## src/rtl/cap_touch_channel.sv

```systemverilog
// cap_touch_channel
// Single-pad capacitive touch sensor. The pad is driven low for a fixed number
// of enabled cycles and then released. The channel counts clocks until the
// external RC pull-up brings the synchronised pad level high. Each completed
// count is compared against a slowly tracking baseline of untouched counts,
// and a debounced touch flag with hysteresis is derived from the comparison.
module cap_touch_channel #(
  parameter int CNT_W            = 12,
  parameter int DISCHARGE_CYCLES = 16,
  parameter int TIMEOUT          = 4095,
  parameter int CAL_SHIFT        = 3
) (
  input  logic             clk,
  input  logic             rst_n,
  input  logic             ena,
  input  logic             pad_in,
  output logic             pad_out,
  output logic             pad_oe,
  input  logic [7:0]       threshold,
  output logic [CNT_W-1:0] count,
  output logic             count_valid,
  output logic [CNT_W-1:0] baseline,
  output logic             touched,
  output logic             timeout
);

  localparam int DW = (DISCHARGE_CYCLES > 2) ? $clog2(DISCHARGE_CYCLES) : 2;
  localparam int CW = CNT_W + 8;
  localparam logic [CNT_W-1:0] TIMEOUT_V = CNT_W'(TIMEOUT);
  localparam logic [DW-1:0]    DISC_LAST = DW'(DISCHARGE_CYCLES - 1);

  // Reject parameter sets the measurement sequence cannot support.
  generate
    if (DISCHARGE_CYCLES < 3) begin : g_bad_discharge
      $error("cap_touch_channel: DISCHARGE_CYCLES must be at least 3");
    end
    if ((TIMEOUT < 0) || (longint'(TIMEOUT) > ((longint'(1) << CNT_W) - 64'sd1))) begin : g_bad_timeout
      $error("cap_touch_channel: TIMEOUT must fit in CNT_W bits");
    end
  endgenerate

  typedef enum logic [1:0] {
    ST_DISCHARGE = 2'd0,
    ST_MEASURE   = 2'd1,
    ST_EVAL      = 2'd2
  } state_t;

  // Positive part of (count - baseline); a count below the baseline never touches.
  function automatic logic [CNT_W-1:0] clamp_delta(input logic [CNT_W-1:0] c,
                                                   input logic [CNT_W-1:0] b);
    logic [CNT_W-1:0] r;
    if (c > b) begin
      r = c - b;
    end else begin
      r = {CNT_W{1'b0}};
    end
    return r;
  endfunction

  // Hysteretic touch decision: set at >= threshold, clear below threshold/2.
  function automatic logic touch_next(input logic             cur,
                                      input logic [CNT_W-1:0] delta,
                                      input logic [7:0]       thr);
    logic [CW-1:0] d_x;
    logic [CW-1:0] t_x;
    logic [CW-1:0] h_x;
    logic          r;
    d_x = {8'd0, delta};
    t_x = {{CNT_W{1'b0}}, thr};
    h_x = t_x >> 1;
    if (thr == 8'd0) begin
      r = 1'b0;
    end else if (!cur) begin
      r = (d_x >= t_x);
    end else if (d_x < h_x) begin
      r = 1'b0;
    end else begin
      r = 1'b1;
    end
    return r;
  endfunction

  // One IIR step toward the new count; floor shift keeps the result in range.
  function automatic logic [CNT_W-1:0] iir_step(input logic [CNT_W-1:0] b,
                                                input logic [CNT_W-1:0] c);
    logic signed [CNT_W:0] diff;
    logic signed [CNT_W:0] step;
    logic signed [CNT_W:0] sum;
    diff = $signed({1'b0, c}) - $signed({1'b0, b});
    step = diff >>> CAL_SHIFT;
    sum  = $signed({1'b0, b}) + step;
    return CNT_W'(sum);
  endfunction

  state_t           state_r;
  state_t           state_s;
  logic             sync1_r;
  logic             pad_sync_r;
  logic [DW-1:0]    disc_cnt_r;
  logic [CNT_W-1:0] cnt_r;
  logic             calibrated_r;
  logic [CNT_W-1:0] count_r;
  logic             count_valid_r;
  logic [CNT_W-1:0] baseline_r;
  logic             touched_r;
  logic             timeout_r;
  logic             pad_oe_r;

  logic             disc_done_s;
  logic             cnt_at_max_s;
  logic             capture_s;
  logic [CNT_W-1:0] cap_val_s;
  logic             cap_to_s;
  logic             pad_oe_s;
  logic [CNT_W-1:0] delta_s;
  logic             touch_s;
  logic [CNT_W-1:0] base_s;
  logic             cal_s;

  assign disc_done_s  = (disc_cnt_r == DISC_LAST);
  assign cnt_at_max_s = (cnt_r == TIMEOUT_V);

  // Two-flop synchroniser: the only consumer of the raw pad level.
  always_ff @(posedge clk or negedge rst_n) begin
    if (!rst_n) begin
      sync1_r    <= 1'b0;
      pad_sync_r <= 1'b0;
    end else begin
      sync1_r    <= pad_in;
      pad_sync_r <= sync1_r;
    end
  end

  // Measurement sequencer state register.
  always_ff @(posedge clk or negedge rst_n) begin
    if (!rst_n) begin
      state_r <= ST_DISCHARGE;
    end else begin
      state_r <= state_s;
    end
  end

  // Next-state: discharge until enough enabled cycles, measure until the pad rises or times out.
  always_comb begin
    state_s = state_r;
    case (state_r)
      ST_DISCHARGE: begin
        if (ena && disc_done_s) begin
          state_s = ST_MEASURE;
        end else begin
          state_s = ST_DISCHARGE;
        end
      end
      ST_MEASURE: begin
        if (!ena) begin
          state_s = ST_DISCHARGE;
        end else if (pad_sync_r || cnt_at_max_s) begin
          state_s = ST_EVAL;
        end else begin
          state_s = ST_MEASURE;
        end
      end
      ST_EVAL: begin
        state_s = ST_DISCHARGE;
      end
      default: begin
        state_s = ST_DISCHARGE;
      end
    endcase
  end

  // Outputs of the sequencer: capture strobe, captured value and next pad drive.
  always_comb begin
    capture_s = 1'b0;
    cap_val_s = {CNT_W{1'b0}};
    cap_to_s  = 1'b0;
    pad_oe_s  = 1'b1;
    case (state_r)
      ST_MEASURE: begin
        if (!ena) begin
          capture_s = 1'b0;
        end else if (pad_sync_r) begin
          capture_s = 1'b1;
          cap_val_s = cnt_r;
        end else if (cnt_at_max_s) begin
          capture_s = 1'b1;
          cap_val_s = TIMEOUT_V;
          cap_to_s  = 1'b1;
        end else begin
          capture_s = 1'b0;
        end
      end
      default: begin
        capture_s = 1'b0;
      end
    endcase
    if (state_s == ST_DISCHARGE) begin
      pad_oe_s = 1'b1;
    end else begin
      pad_oe_s = 1'b0;
    end
  end

  // Discharge counter: counts enabled cycles, restarts on every entry to discharge.
  always_ff @(posedge clk or negedge rst_n) begin
    if (!rst_n) begin
      disc_cnt_r <= {DW{1'b0}};
    end else if ((state_r != ST_DISCHARGE) || (state_s != ST_DISCHARGE)) begin
      disc_cnt_r <= {DW{1'b0}};
    end else if (ena) begin
      disc_cnt_r <= disc_cnt_r + DW'(1'b1);
    end else begin
      disc_cnt_r <= disc_cnt_r;
    end
  end

  // Charge-time counter: runs only while the measurement continues.
  always_ff @(posedge clk or negedge rst_n) begin
    if (!rst_n) begin
      cnt_r <= {CNT_W{1'b0}};
    end else if ((state_r == ST_MEASURE) && (state_s == ST_MEASURE)) begin
      cnt_r <= cnt_r + CNT_W'(1'b1);
    end else begin
      cnt_r <= {CNT_W{1'b0}};
    end
  end

  // Evaluation of a captured count: calibrate once, then touch decision and baseline tracking.
  always_comb begin
    delta_s = clamp_delta(cap_val_s, baseline_r);
    touch_s = touched_r;
    base_s  = baseline_r;
    cal_s   = calibrated_r;
    if (!calibrated_r) begin
      base_s  = cap_val_s;
      cal_s   = 1'b1;
      touch_s = 1'b0;
    end else begin
      touch_s = touch_next(touched_r, delta_s, threshold);
      if (!touch_s && !cap_to_s) begin
        base_s = iir_step(baseline_r, cap_val_s);
      end else begin
        base_s = baseline_r;
      end
    end
  end

  // Result registers: all update together on the edge that enters evaluation.
  always_ff @(posedge clk or negedge rst_n) begin
    if (!rst_n) begin
      pad_oe_r      <= 1'b1;
      count_valid_r <= 1'b0;
      count_r       <= {CNT_W{1'b0}};
      timeout_r     <= 1'b0;
      touched_r     <= 1'b0;
      baseline_r    <= {CNT_W{1'b0}};
      calibrated_r  <= 1'b0;
    end else begin
      pad_oe_r      <= pad_oe_s;
      count_valid_r <= capture_s;
      if (capture_s) begin
        count_r      <= cap_val_s;
        timeout_r    <= cap_to_s;
        touched_r    <= touch_s;
        baseline_r   <= base_s;
        calibrated_r <= cal_s;
      end else begin
        count_r      <= count_r;
        timeout_r    <= timeout_r;
        touched_r    <= touched_r;
        baseline_r   <= baseline_r;
        calibrated_r <= calibrated_r;
      end
    end
  end

  assign pad_out     = 1'b0;
  assign pad_oe      = pad_oe_r;
  assign count       = count_r;
  assign count_valid = count_valid_r;
  assign baseline    = baseline_r;
  assign touched     = touched_r;
  assign timeout     = timeout_r;

endmodule

```

## config.mk

```make
export PLATFORM = sky130hd
export DESIGN_NAME = cap_touch_channel
export DESIGN_NICKNAME = d
export VERILOG_FILES = /design/src/rtl/cap_touch_channel.sv
export SDC_FILE = /design/constraint.sdc
export NUM_CORES = 1
export LEC_CHECK = 0
export CORE_MARGIN = 2
export CORE_UTILIZATION = 50
export DETAILED_ROUTE_END_ITERATION = 8
export MAX_ROUTING_LAYER = met4
export PLACE_DENSITY = 0.72
export SYNTH_ARGS = -nofsm -noshare
export SYNTH_HDL_FRONTEND = slang
export SYNTH_SLANG_ARGS = --single-unit
```

## constraint.sdc

```tcl
create_clock -name clk -period 5.7 [get_ports clk]
set_input_delay 0.57 -clock clk [delete_from_list [all_inputs] [get_ports clk]]
set_output_delay 0.57 -clock clk [all_outputs]
set_load 0.1 [all_outputs]
```

=== Word-level counts from Yosys, hierarchy flattened ===
Cells that the tools add are included.

* Add/subtract/negate cells: 5
* Magnitude comparators: 3
* Eq/ne operators: 5
* Multiplexer cells: 27
* Reductions and logical operators: 14

{| class="wikitable"
|+ Operators by type and width
! operator !! number
|-
| $mux 12 || 8
|-
| $mux 1 || 14
|-
| $sub 12x12->13 || 1
|-
| $add 12x1->12 const B || 1
|-
| $add 12x10->12 || 1
|-
| $eq 12x12->1 const B || 1
|-
| $ge 12x8->1 || 1
|-
| $gt 12x12->1 || 1
|-
| $lt 12x7->1 || 1
|-
| $sub 12x12->12 || 1
|-
| $logic_not 8->1 || 1
|-
| $mux 4 || 2
|-
| $reduce_bool 2->1 || 3
|-
| $add 4x1->4 const B || 1
|-
| $eq 2x1->1 const B || 2
|-
| $eq 4x4->1 const B || 1
|-
| $logic_not 2->1 || 2
|-
| $mux 2 || 2
|-
| $pmux 2 s2 || 1
|-
| $logic_and 1x1->1 || 3
|-
| $logic_not 1->1 || 2
|-
| $logic_or 1x1->1 || 2
|-
| $ne 2x1->1 const B || 1
|-
| $reduce_and 2->1 || 1
|}

* Register bits after elaboration: 49
* Bits of input ports: 12
* Word-level logic and storage cells: 66

=== Logic depth before layout (Yosys ltp) ===
Gate-level depths: netlist of the first run.

* Word-level depth: 16
* Depth in mapped cells: 28

=== Worst setup path before layout of the first run ===
OpenSTA, ideal clock, no wires.

* Path type: reg-to-reg
* Start point: register cnt_r[0]
* End point: register baseline_r[0], in the netlist baseline[0]
* Library setup time: 128 ps
* Data arrival time: 4861 ps
* Slack: 710 ps
* Cell stages (with the launch flop): 25
* Path buffers: 1
* Cells stage by stage: dfrtp_1 ha_1 and3_1 and3_1 nor2_1 or2_2 clkbuf_1 clkinv_1 o21a_1 ha_1 nor2b_4 o31a_1 o21ba_4 o21a_1 and2_1 ha_1 a211oi_1 o21bai_1 a31oi_1 a21oi_1 o21a_1 o32ai_1 a21oi_2 nor2_2 mux2_1

{| class="wikitable"
|+ RTL lines
! element !! RTL line !! RTL
|-
| start, declared || 100 || <nowiki>logic [CNT_W-1:0] cnt_r;</nowiki>
|-
| start signal, assigned || 220 || <nowiki>cnt_r <= {CNT_W{1'b0}};</nowiki>
|-
| start signal, assigned || 222 || <nowiki>cnt_r <= cnt_r + CNT_W'(1'b1);</nowiki>
|-
| start signal, assigned || 224 || <nowiki>cnt_r <= {CNT_W{1'b0}};</nowiki>
|-
| $eq 12x12->1 || 121 || <nowiki>assign cnt_at_max_s = (cnt_r == TIMEOUT_V);</nowiki>
|-
| $mux 1 || 185 || <nowiki>end else if (cnt_at_max_s) begin</nowiki>
|-
| $mux 1 || 182 || <nowiki>end else if (pad_sync_r) begin</nowiki>
|-
| $mux 1 || 180 || <nowiki>if (!ena) begin</nowiki>
|-
| $mux 1 || 178 || <nowiki>case (state_r)</nowiki>
|-
| net capture_s || 111 || <nowiki>logic capture_s;</nowiki>
|-
| $reduce_and 2->1 (no line) || n/a ||
|-
| end signal, assigned || 256 || <nowiki>baseline_r <= {CNT_W{1'b0}};</nowiki>
|-
| end signal, assigned || 265 || <nowiki>baseline_r <= base_s;</nowiki>
|-
| end signal, assigned || 271 || <nowiki>baseline_r <= baseline_r;</nowiki>
|-
| end, declared || 104 || <nowiki>logic [CNT_W-1:0] baseline_r;</nowiki>
|}

The timed path passes the listed nets, and every way through them passes these cells. The select of a mux whose other input is x is not followed.
A chain may end at the register's enable or synchronous reset.

=== Worst setup path in the final report of the first run ===
* Start point: register cnt_r[0]
* End point: register baseline_r[11], in the netlist baseline[11]

Same word-level chain as after synthesis.

==> results.toml, run 1 <==
[power_and_ir_drop]
power_density_nw_per_um2 = 454
ir_worst_vdd_mv = 0.314
intPower_uw = 964
clkPwrFrac_pct = 11.0
leakage_uw = 0.00219
p_switching_uw = 1080
swShare_pct = 53.0
pwr-share-seq_pct = 24.3
p_comb_share_pct = 64.6

[synth]
synth.yosys.seq_area_share_pct = 33.0
yosys_warnings = 0
synth-main-ff-cell = "dfrtp_1"
syn_area_per_cell_um2 = 9.11
syn_inst = 408
synth_fa_ha_area_share_pct = 13.5
synthXorXnorAreaFrac_pct = 7.51
synth-seq-cells = 49
synth_cell_types = 59
synthMuxAreaShare_pct = 5.99
synth_edf_count = 0
yosys.area_share.simple_pct = 15.4
ys_async_sr_fraction_pct = 100
syn-num-nets = 459
synthesis.area_um2 = 3720
synth-compound-area-share_pct = 19.1
synth_top_family_by_area = "compound AO/OA/AOI/OAI gates"

[clocking]
clock-root-buffer = "clkbuf_8"
clkSinkCount = 49
cts_buffers = 5
clk_latency_ps = 300
hold_buffers = 0
htree_levels = 2
clockBufferDepth = 2
cts.clk_slew.worst_paths_ps = 100
cts_tree = "built"

[finish]
syn_to_final_growth_pct = 21.3
layout-drive-gt1-share_pct = 13.2
fin_util_pct = 62.5
final_cell_area_um2 = 4510
final_common_cell = "dfrtp_1"
antenna_cells = 0
final-seq-area_um2 = 1230
nFillCells = 614
final_cell_mix = "dfrtp_1 (48), clkdlybuf4s50_1 (38), inv_1 (36), ha_1 (35), nor2_1 (29)"
nNetsFinal = 519
multiInputGateArea_um2 = 2330

[drt]
route.detailed.drc = 0
via_count = 3079
first_iter_violations = 164
ant_nets = 0
viasPerCell = 5.42
drtPass1Iterations = 4
finalWirelength_mm = 8.65
wire_per_inst_um = 15.2

[worst_setup_path]
start_kind = "flip-flop"
cpPeakStageDelay_ps = 440
path_delay_family = "compound AO/OA/AOI/OAI gates"
cp_num_buf_inv = 2
cpMostUsedCell = "o21ai_0"
cp.required_ps = 5900
timing.rr.start = "cnt_r[0]"
cp_max_fo = 9
r2r_cells = 27
cpMaxStageDelayCell = "dfrtp_1"
endpoint_kind = "flip-flop"
critPathKind = "reg -> reg"
arrival_ps = 5480
regToRegSetupSlack_ps = 410
r2r-end = "baseline[11]"

[floorplan]
die_area_um2 = 8140
chipWidth_um = 90.2
coreArea_um2 = 7210
rows = 31
die_y_um = 90.2
ios = 41
initial_core_util_pct = 51.5

[sta]
slew_violations = 0
relSlewSlack_pct = 29.3
hold_slack_ps = 353
setup_viol = 0
fin_skew_ps = 10.0
worstMarginPinSlew_ps = 1060
fmax_mhz = 189
finalHoldViolCount = 0
post-route-period-util_pct = 92.8
period_minus_slack_ps = 5290

[min_path]
whs_path_depth = 0
whs_endpoint = "pad_sync_r"
hold_start = "sync1_r"
hp-class = "reg -> reg"

[global_route]
grt-ovfl-total = 0
grt_max_degree = 50
grt_pass1_wl_mm = 15.1
track_usage_pct = 23.1
first_global_vias = 3179
antenna_found_initial = 0

[place]
hpwl_mm = 6.88
io_buffers = 39
placed_cell_area_um2 = 4320
gp_congestion = 0.897

[job]
drv_cap = 0

[status]
status = "finished clean"
worst max path at each step:
stage	start	end	slack (ps)	cells after the start
2_1_floorplan	cnt_r[0]	baseline[0]	710	24
3_3_place_gp	ena	baseline[11]	200	26
3_5_place_dp	ena	baseline[11]	70	26
4_1_cts	cnt_r[0]	baseline[11]	80	25
5_1_grt	cnt_r[0]	baseline[11]	-20	27
6_report	cnt_r[0]	baseline[11]	410	27
synth_stat cells (all sizes together), types with 8 or more instances:
library cell | number | area share (%)
xnor2 | 26 | 6.3
a21o | 20 | 4.0
nor2 | 30 | 3.1
o21ai | 18 | 2.4
nand3 | 10 | 1.3
nor3 | 11 | 1.6
dfrtp | 48 | 32
inv | 36 | 3.6
nand2 | 22 | 2.2
a21oi | 30 | 4.2
ha | 37 | 12
o21a | 8 | 1.6
mux2i | 20 | 5.4
cells by family (layout without fill, tap and decap cells):
kind of cell | after synthesis | count (layout)
other | 1 | 1
multiplexers | 22 | 22
AO/OA/AOI/OAI | 104 | 104
AND/OR/NAND/NOR | 113 | 113
adder cells (fa/ha/maj) | 39 | 39
buffers and inverters | 49 | 110
XOR/XNOR | 31 | 31
flip-flops | 49 | 49
metrics by stage:
step / instances / setup TNS [ps] / worst slack [ps] / total power, uW
final: 568 / 0 / 412 / 2050
after global routing: 568 / -20.0 / -20.0 / 2170
after CTS: 563 / 0 / 77.7 / 2040
after detailed placement: 555 / 0 / 74.9 / 1800
after global placement: 555 / 0 / 195 / 1790
after floorplan: 408 / 0 / 710 / 1500
registers in the layout, indices dropped and copies added (netlist names):
name / flops
timeout: 1
pad_sync_r: 1
disc_cnt_r: 4
state_r: 2
cnt_r: 12
sync1_r: 1
count: 12
touched: 1
count_valid: 1
calibrated_r: 1
pad_oe: 1
baseline: 12
routing by layer:
| metal | global-route usage (%) | share of wire (%) | vias to the layer above |
|---|---|---|---|
| li1 | - | - | 1552 |
| met3 | 2.60 | 3.2 | 6 |
| met2 | 37.1 | 47 | 54 |
| met4 | 6.28 | 1.2 | 0 |
| met5 | - | 0 | - |
| met1 | 31.1 | 48 | 1467 |
area by class of cell:
class,count,area share (%)
Clock inverter,1,0.194
Timing Repair Buffer,65,12.9
Tap cell,99,2.75
Multi-Input combinational cell,310,51.7
Inverter,37,3.16
Clock buffer,7,2.14
Sequential cell,49,27.2
repair_timing:
item | 4_1_cts | 5_1_grt
endpoints found under the setup margin | 0 | 12
buffers inserted | 0 | 5
resized for setup | 0 | 16
power by group through the flow:
| stage | combinational, uW | sequential [uW] | clock [uW] |
|---|---|---|---|
| final | 1320 | 498 | 226 |
| after global routing | 1410 | 512 | 245 |
| after CTS | 1310 | 498 | 234 |
| after detailed placement | 1300 | 503 | 0 |
| after global placement | 1290 | 503 | 0 |
| after floorplan | 527 | 970 | 0 |
worst register-to-register path, cell delays in order, from the launching register on:
cell and delay (ps):
dfrtp_1 440, ha_1 260, and3_2 220, and3_1 230, nor2_1 140, or2_4 210
clkinvlp_4 160, o21ai_1 150, ha_2 210, inv_1 50, fa_1 430, a21oi_2 230
o21ai_0 140, nand2_1 120, a21o_1 130, o21ai_0 160, xor2_1 190, ha_1 300
and2_1 150, o21ai_0 150, o31ai_1 110, o21ai_1 170, nand2b_1 90, a21oi_1 180
xor2_1 290, nor4_1 90, mux2i_1 130, nand3_1 80
Note: power is estimated with default switching activity, not from simulation.
==> inputs of run 2 (changes only) <==
- ABC_CLOCK_PERIOD_IN_PS: unset -> 5700
- CORE_MARGIN: 2 -> unset
==> run 2 against run 1 <==
  * Clock-buffer cell count is the same
  * Routed wire length rose by 2.8%
  * Hold slack better by 0.65 ps
  * Highest routed layer unchanged
  * Fmax shrank 0.55%
  * Largest cell class unchanged
==> results.toml, run 2 (same netlist as run 1, synthesis figures left out) <==
[drt]
finalWirelength_mm = 8.89
drtPass1Iterations = 5
route.detailed.drc = 0
ant_nets = 0
wire_per_inst_um = 15.7
first_iter_violations = 141
viasPerCell = 5.46
via_count = 3087

[worst_setup_path]
critPathKind = "reg -> reg"
endpoint_kind = "flip-flop"
cp.required_ps = 5940
cp_max_fo = 11
start_kind = "flip-flop"
arrival_ps = 5560

[global_route]
grt_pass1_wl_mm = 14.7
antenna_found_initial = 0
grt_max_degree = 50
first_global_vias = 3071
track_usage_pct = 25.3
grt-ovfl-total = 0

[clocking]
clk_latency_ps = 300
clockBufferDepth = 2
clock-root-buffer = "clkbuf_8"
cts_buffers = 5
hold_buffers = 0
clkSinkCount = 49
cts.clk_slew.worst_paths_ps = 80
htree_levels = 2
cts_tree = "built"

[floorplan]
chipWidth_um = 88.2
die_area_um2 = 7780
die_y_um = 88.2
rows = 31
coreArea_um2 = 7210
ios = 41
initial_core_util_pct = 51.5

[sta]
relSlewSlack_pct = 28.0
setup_viol = 0
finalHoldViolCount = 0
post-route-period-util_pct = 93.3
fmax_mhz = 188
slew_violations = 0
period_minus_slack_ps = 5320
fin_skew_ps = 8.79
worstMarginPinSlew_ps = 1080
postLayoutSetupSlackWorst_ps = 383

[place]
placed_cell_area_um2 = 4310
io_buffers = 39
pre_cts_slack_ps = 24.2
gp_congestion = 0.911
hpwl_mm = 6.87

[finish]
final_common_cell = "dfrtp_1"
final_cell_area_um2 = 4510
antenna_cells = 0
final_cell_mix = "dfrtp_1 (47), clkdlybuf4s50_1 (38), inv_1 (36), ha_1 (35), nor2_1 (29)"
syn_to_final_growth_pct = 21.4
layout-drive-gt1-share_pct = 12.9
nNetsFinal = 516

[power_and_ir_drop]
ir_worst_vdd_mv = 0.300
power_density_nw_per_um2 = 464
leakage_uw = 0.00218

[job]
drv_cap = 0

[min_path]
hp-class = "reg -> reg"

[status]
status = "finished clean"
run 2: final timing paths:
check | slack, ps | startpoint | end | depth (start not counted)
worst max register to register | 380 | cnt_r[0] | baseline[11] | 23
max in group asynchronous | 4500 | rst_n | cnt_r[0] | 1
worst min register to register | 350 | sync1_r | pad_sync_r | 0
worst max-delay path | 380 | cnt_r[0] | baseline[11] | 23
min in group asynchronous | 460 | rst_n | state_r[1] | 1
worst min-delay path | 350 | sync1_r | pad_sync_r | 0
run 2: cell type report:
| class | instances | area, um2 |
|---|---|---|
| multi-input cells | 310 | 2340 |
| inverters | 37 | 143 |
| well taps | 99 | 124 |
| clock buffers | 7 | 86.3 |
| repair buffers | 62 | 558 |
| fillers | 614 | 2700 |
| flip-flops and latches | 49 | 1230 |
| clock inverters | 1 | 30.0 |
run 2: what timing repair did:
action	in CTS	in global routing
pin swaps	0	3
resized for setup	1	17
setup endpoints to repair	1	12
buffers inserted	1	3
run 2: power by group:
part | total, uW | leakage [uW] | internal [uW] | switching [uW]
Combinational | 1320 | 0.00150 | 421 | 902
Sequential | 512 | 0.000620 | 431 | 80.5
Clock | 258 | 0.0000585 | 143 | 114
run 2: routing by layer:
layer / vias to the layer above / wire [um] / track usage, %
li1: 1540 / - / -
met1: 1484 / 4280 / 34.2
met2: 52 / 4220 / 40.6
met3: 11 / 224 / 2.15
met5: - / 0 / -
met4: 0 / 167 / 7.62
run 2: worst max-delay path: stages (launching register included):
cell	delay [ps]
dfrtp_2	410
ha_1	220
and3_1	260
and3_1	280
nor2_1	60
or2_4	320
a21oi_1	240
ha_1	360
a21o_1	270
or3_1	330
o211ai_2	190
xnor2_2	200
ha_1	340
or2_2	290
a21oi_1	250
o31ai_2	110
o21ai_1	180
nand2b_1	80
a21oi_1	170
xor2_1	80
buf_4	160
nor4_2	220
mux2i_1	120
nand3_1	100
run 2: through the flow:
| step | hold slack [ps] | util [%] | instances | total power (uW) | TNS [ps] |
|---|---|---|---|---|---|
| after floorplan | 274 | - | 408 | 1500 | 0 |
| after global placement | 334 | 59.7 | 553 | 1790 | 0 |
| after detailed placement | 336 | 59.7 | 553 | 1810 | 0 |
| after CTS | 356 | 61.5 | 562 | 2080 | 0 |
| after global routing | 377 | 62.6 | 565 | 2200 | -26.8 |
| final | 354 | 62.6 | 565 | 2090 | 0 |
==> inputs of run 3 (changes only) <==
- CTS_CLUSTER_DIAMETER: unset -> 30
==> results of run 3 <==
The final DEF is identical to that of run 2; final timing and power are the same.
